**config.mk**
```make
export PLATFORM = sky130hd
export DESIGN_NAME = mem_boot_loader
export DESIGN_NICKNAME = d
export VERILOG_FILES = /design/src/rtl/mem_boot_loader.sv
export SDC_FILE = /design/constraint.sdc
export NUM_CORES = 1
export LEC_CHECK = 0
export CORE_ASPECT_RATIO = 2
export CORE_MARGIN = 5
export CORE_UTILIZATION = 54
export CTS_CLUSTER_SIZE = 14
export DETAILED_ROUTE_END_ITERATION = 7
export PLACE_DENSITY = 0.79
export SLEW_MARGIN = 0
export SYNTH_ARGS = -nofsm -noshare
export SYNTH_HDL_FRONTEND = slang
export SYNTH_SLANG_ARGS = --single-unit
```
**constraint.sdc**
```tcl
create_clock -name clk -period 2.8 [get_ports clk]
set_input_delay 0.42 -clock clk [delete_from_list [all_inputs] [get_ports clk]]
set_output_delay 0.42 -clock clk [all_outputs]
set_load 0.02 [all_outputs]
```
**src/rtl/mem_boot_loader.sv**
```systemverilog
// mem_boot_loader: byte-stream boot controller. It fills instruction and data
// memory one byte per cycle from a valid/ready command stream while the CPU is
// held in reset, then releases the CPU when a RUN command arrives.
// Frame: OP, ADDR_HI, ADDR_LO, LEN_HI, LEN_LO, then LEN payload bytes.
// OP 0x01 loads im, 0x02 loads dm, 0x03 runs. Any other opcode sets err.
module mem_boot_loader #(
  parameter int IM_ADDR_W = 8,
  parameter int DM_ADDR_W = 8
) (
  input  logic                 clk,
  input  logic                 reset,
  input  logic                 s_valid,
  input  logic [7:0]           s_data,
  output logic                 s_ready,
  output logic                 im_we,
  output logic [IM_ADDR_W-1:0] im_addr,
  output logic [7:0]           im_wdata,
  output logic                 dm_we,
  output logic [DM_ADDR_W-1:0] dm_addr,
  output logic [7:0]           dm_wdata,
  output logic                 cpu_reset,
  output logic                 busy,
  output logic                 err
);

  typedef enum logic [2:0] {
    ST_IDLE = 3'd0,
    ST_AH   = 3'd1,
    ST_AL   = 3'd2,
    ST_LH   = 3'd3,
    ST_LL   = 3'd4,
    ST_DATA = 3'd5,
    ST_RUN  = 3'd6
  } state_e;

  state_e               state_q, state_d;
  logic                 is_dm_q, is_dm_d;
  logic [15:0]          addr_q, addr_d;
  logic [15:0]          len_q, len_d;
  logic                 s_ready_q, s_ready_d;
  logic                 busy_q, busy_d;
  logic                 err_q, err_d;
  logic                 cpu_reset_q, cpu_reset_d;
  logic                 im_we_q, im_we_d;
  logic [IM_ADDR_W-1:0] im_addr_q, im_addr_d;
  logic [7:0]           im_wdata_q, im_wdata_d;
  logic                 dm_we_q, dm_we_d;
  logic [DM_ADDR_W-1:0] dm_addr_q, dm_addr_d;
  logic [7:0]           dm_wdata_q, dm_wdata_d;
  logic                 hs_s;
  logic [15:0]          len_full_s;

  // The byte is consumed only when the source offers it and we are willing to take it.
  assign hs_s       = s_valid & s_ready_q;
  assign len_full_s = {len_q[15:8], s_data};

  // Next-state and next-output computation for the frame parser.
  always_comb begin
    state_d     = state_q;
    is_dm_d     = is_dm_q;
    addr_d      = addr_q;
    len_d       = len_q;
    err_d       = err_q;
    cpu_reset_d = cpu_reset_q;
    im_we_d     = 1'b0;
    im_addr_d   = im_addr_q;
    im_wdata_d  = im_wdata_q;
    dm_we_d     = 1'b0;
    dm_addr_d   = dm_addr_q;
    dm_wdata_d  = dm_wdata_q;
    case (state_q)
      ST_IDLE: begin
        if (hs_s) begin
          case (s_data)
            8'h01: begin
              is_dm_d = 1'b0;
              state_d = ST_AH;
            end
            8'h02: begin
              is_dm_d = 1'b1;
              state_d = ST_AH;
            end
            8'h03: begin
              cpu_reset_d = 1'b0;
              state_d     = ST_RUN;
            end
            default: begin
              // Unknown opcode is swallowed; the parser stays ready for the next OP.
              err_d = 1'b1;
            end
          endcase
        end else begin
          state_d = ST_IDLE;
        end
      end
      ST_AH: begin
        if (hs_s) begin
          addr_d[15:8] = s_data;
          state_d      = ST_AL;
        end else begin
          state_d = ST_AH;
        end
      end
      ST_AL: begin
        if (hs_s) begin
          addr_d[7:0] = s_data;
          state_d     = ST_LH;
        end else begin
          state_d = ST_AL;
        end
      end
      ST_LH: begin
        if (hs_s) begin
          len_d[15:8] = s_data;
          state_d     = ST_LL;
        end else begin
          state_d = ST_LH;
        end
      end
      ST_LL: begin
        if (hs_s) begin
          len_d   = len_full_s;
          state_d = (len_full_s == 16'd0) ? ST_IDLE : ST_DATA;
        end else begin
          state_d = ST_LL;
        end
      end
      ST_DATA: begin
        if (hs_s) begin
          // Payload bytes are written verbatim, never decoded as opcodes.
          if (is_dm_q) begin
            dm_we_d    = 1'b1;
            dm_addr_d  = addr_q[DM_ADDR_W-1:0];
            dm_wdata_d = s_data;
          end else begin
            im_we_d    = 1'b1;
            im_addr_d  = addr_q[IM_ADDR_W-1:0];
            im_wdata_d = s_data;
          end
          addr_d  = addr_q + 16'd1;
          len_d   = len_q - 16'd1;
          state_d = (len_q == 16'd1) ? ST_IDLE : ST_DATA;
        end else begin
          state_d = ST_DATA;
        end
      end
      ST_RUN: begin
        state_d = ST_RUN;
      end
      default: begin
        state_d = ST_IDLE;
      end
    endcase
    s_ready_d = (state_d != ST_RUN);
    busy_d    = (state_d != ST_IDLE) && (state_d != ST_RUN);
  end

  // State and output registers; reset drops strobes immediately.
  always_ff @(posedge clk or negedge reset) begin
    if (!reset) begin
      state_q     <= ST_IDLE;
      is_dm_q     <= 1'b0;
      addr_q      <= 16'd0;
      len_q       <= 16'd0;
      s_ready_q   <= 1'b1;
      busy_q      <= 1'b0;
      err_q       <= 1'b0;
      cpu_reset_q <= 1'b1;
      im_we_q     <= 1'b0;
      im_addr_q   <= '0;
      im_wdata_q  <= 8'd0;
      dm_we_q     <= 1'b0;
      dm_addr_q   <= '0;
      dm_wdata_q  <= 8'd0;
    end else begin
      state_q     <= state_d;
      is_dm_q     <= is_dm_d;
      addr_q      <= addr_d;
      len_q       <= len_d;
      s_ready_q   <= s_ready_d;
      busy_q      <= busy_d;
      err_q       <= err_d;
      cpu_reset_q <= cpu_reset_d;
      im_we_q     <= im_we_d;
      im_addr_q   <= im_addr_d;
      im_wdata_q  <= im_wdata_d;
      dm_we_q     <= dm_we_d;
      dm_addr_q   <= dm_addr_d;
      dm_wdata_q  <= dm_wdata_d;
    end
  end

  assign s_ready   = s_ready_q;
  assign busy      = busy_q;
  assign err       = err_q;
  assign cpu_reset = cpu_reset_q;
  assign im_we     = im_we_q;
  assign im_addr   = im_addr_q;
  assign im_wdata  = im_wdata_q;
  assign dm_we     = dm_we_q;
  assign dm_addr   = dm_addr_q;
  assign dm_wdata  = dm_wdata_q;

endmodule

```
==> results.yml <==
sta:
  clock.fmax_mhz: 447
  period_needed_ns: 2.24
  tightest_slew_ns: 0.776
  fin_setup_tns_ns: 0
  max_slew_margin_pct: 47.8
  slew_viol_final: 0
  setup_viol: 0
  finalClockSkew_ns: 0.00716
  period_share_pct: 79.9
  hold_violations: 0
  rsz0062_at_grt: "false"
critical_path:
  worstSetupStartpointType: "flip-flop"
  r2r-start: "len_q[0]"
  cp.required_ns: 3.01
  crit_start: "len_q[0]"
  crit_type: "reg -> reg"
  path_cells: "inv_1 -> ha_1 -> or4b_4 -> or4_4 -> o21a_1 -> o22a_1"
  cp_slowest_cell: "or4b_4"
  path_max_fanout: 6
  slowest_delay_ns: 0.52
  crit_path_end_kind: "flip-flop"
  crit_arrival_ns: 2.45
routing:
  first_pass_iters: 6
  drc: 0
  vias: 2812
  wirelength_um: 8650
  drtIter0Drc: 127
  ant_nets: 0
  routedWlPerCell_um: 19.6
  avgViaCountPerCell: 6.38
floorplan:
  dieHeight_um: 121
  core_area_um2: 6010
  ioPinCount: 49
  start_util_pct: 55.5
  die_width_um: 65.5
  die_area_um2: 7930
  rows: 40
global_route:
  gr-usage-met2_pct: 40.4
  use_met1_pct: 27.0
  first_global_vias: 2860
  grt_usage_pct: 23.9
  busiest_layer: "met2"
  grt_max_degree: 58
  grt_overflow: 0
  grt.met3_usage_pct: 6.39
  antenna_found_initial: 0
  grt_pass1_wl_um: 14300
synth:
  synthDistinctLibCells: 57
  avgSynthCellArea_um2: 10.3
  synthFlopType: "dfrtp_1"
  synth_seq_cells: 66
  syn_nets: 337
  synth-edff-count: 0
  synth-warning-count: 0
  yosysSeqAreaShare_pct: 49.7
  syn_area_um2: 3330
  async_reset_ff_share_pct: 100
  netlist_instances: 323
cells_and_area:
  fin_nets: 387
  drive_above_1_share_pct: 16.9
  design_area_um2: 4180
  area_delta_synth_final_pct: 25.5
  diodes: 0
placed_design:
  placed_area_um2: 3890
  io_buffers: 48
  place_congestion: 0.871
  dp_hpwl_um: 6080
pwr:
  p_leak_nw: 1.72
  peakVddDrop_v: 0.000699
  power_density_nw_per_um2: 1080
clocking:
  post_cts_buffers: 0
  clk_latency_ns: 0.33
  htree_num_levels: 3
  cts.reportedPaths.clkPinSlew_ns: 0.05
  cts_tree: "built"
  cts.path.max_buffers: 2
  cts_inserted_buffers: 9
  cts_root_buffer: "clkbuf_16"
  clock-sinks: 66
flow_run:
  max_cap_viol_count: 0
status:
  status: "finished clean"
worst_hold_path:
  min_from: "cpu_reset"
  min_path_type: "reg -> reg"
[sequential cells by signal, summed over array words and instances, names as in the netlist, 3 cells and up]
signal / cells
len_q: 16
dm_wdata: 8
state_q: 3
im_wdata: 8
addr_q: 8
im_addr: 8
dm_addr: 8
[stage by stage]
stage                     std cells  setup slack [ns]  utilization (%)  hold WS [ns]  power (W)
after floorplan                 323             0.739                -         0.124    0.00277
after global placement          424             0.397             64.8         0.308    0.00336
after detailed placement        424             0.313             64.8         0.310    0.00343
after CTS                       441             0.575             69.6         0.450    0.00452
after global routing            441             0.379             69.6         0.463    0.00480
final                           441             0.562             69.6         0.447    0.00451
[synthesized netlist by cell type, types with 5 or more instances]
cell type / number / area, µm²
nor4_1: 6 / 37.5
nor3_1: 5 / 25.0
o21ai_0: 22 / 110
dfrtp_1: 64 / 1600
o22ai_1: 5 / 31.3
nand4_1: 7 / 43.8
clkbuf_1: 13 / 48.8
nand2_1: 32 / 120
nor2_1: 7 / 26.3
nand3_1: 12 / 60.1
inv_1: 8 / 30.0
mux2_2: 30 / 338
a21oi_1: 25 / 125
[worst max-delay path, delay by kind of cell (launching register included)]
kind            cells  cell delay [ns]
buf+inv             1             0.11
flops               1             0.41
simple gates        2             0.96
fa+ha+maj           1             0.27
compound gates      2             0.37
[layout by cell type, fill, tap and decap left out, types with 3 or more instances in the layout]
master and n:
dfrtp_1 64, clkdlybuf4s50_1 47, nand2_1 32, mux2_2 30, a21oi_1 25, o21ai_0 22, nand3_1 12, clkbuf_16 9
buf_4 9, inv_1 8, nor2_1 7, nand4_1 7, nor4_1 6, nor3_1 5, o22ai_1 5, and2_1 4
nand2b_1 4, a31oi_1 4, a2bb2oi_1 4, clkbuf_1 4, nor3_2 3, o211ai_1 3, nor3b_1 3, o21a_1 3
or3_1 3, ha_1 3
[worst paths after layout]
kind | to | slack, ns | depth (start not counted)
worst max register to register | len_q[10] | 0.56 | 6
max in group asynchronous | s_ready | 1.68 | 3
worst min-delay path | cpu_reset | 0.45 | 2
worst max-delay path | len_q[10] | 0.56 | 6
worst min register to register | cpu_reset | 0.45 | 2
min in group asynchronous | len_q[5] | 0.50 | 2
[kinds of logic after synthesis]
family	Yosys count	synth area share [%]
XOR/XNOR	2	0.526
flip-flops	66	49.7
AND/OR/NAND/NOR	103	17.2
AO/OA/AOI/OAI	89	17.3
buffers and inverters	28	3.42
adder cells (fa/ha/maj)	3	1.13
multiplexers	32	10.7
[cell type report]
class / count / area [µm²]
Clock buffer: 13 / 240
Clock inverter: 3 / 42.5
Fill cell: 454 / 1820
Inverter: 8 / 30.0
Multi-Input combinational cell: 229 / 1560
Sequential cell: 66 / 1650
Tap cell: 63 / 78.8
Timing Repair Buffer: 59 / 573
[report_power, final]
group | internal (W) | total (W) | switching, W
Sequential | 0.00128 | 0.00165 | 0.000367
Clock | 0.000688 | 0.00108 | 0.000388
Combinational | 0.000812 | 0.00178 | 0.000970
Total | 0.00278 | 0.00451 | 0.00173
[metal layers]
layer	routed length, µm	vias to the layer above	part of all wire [%]
met5	0	-	0
met4	343	0	4.0
met1	3260	1406	38
li1	-	1304	-
met3	284	24	3.3
met2	4770	78	55
[timing repair]
| action | CTS | global route |
|---|---|---|
| resized for setup | 0 | 0 |
| endpoints found under the hold margin | 9 | 0 |
| hold buffers | 1 | 0 |
Note: power is estimated with default switching activity, not from simulation.
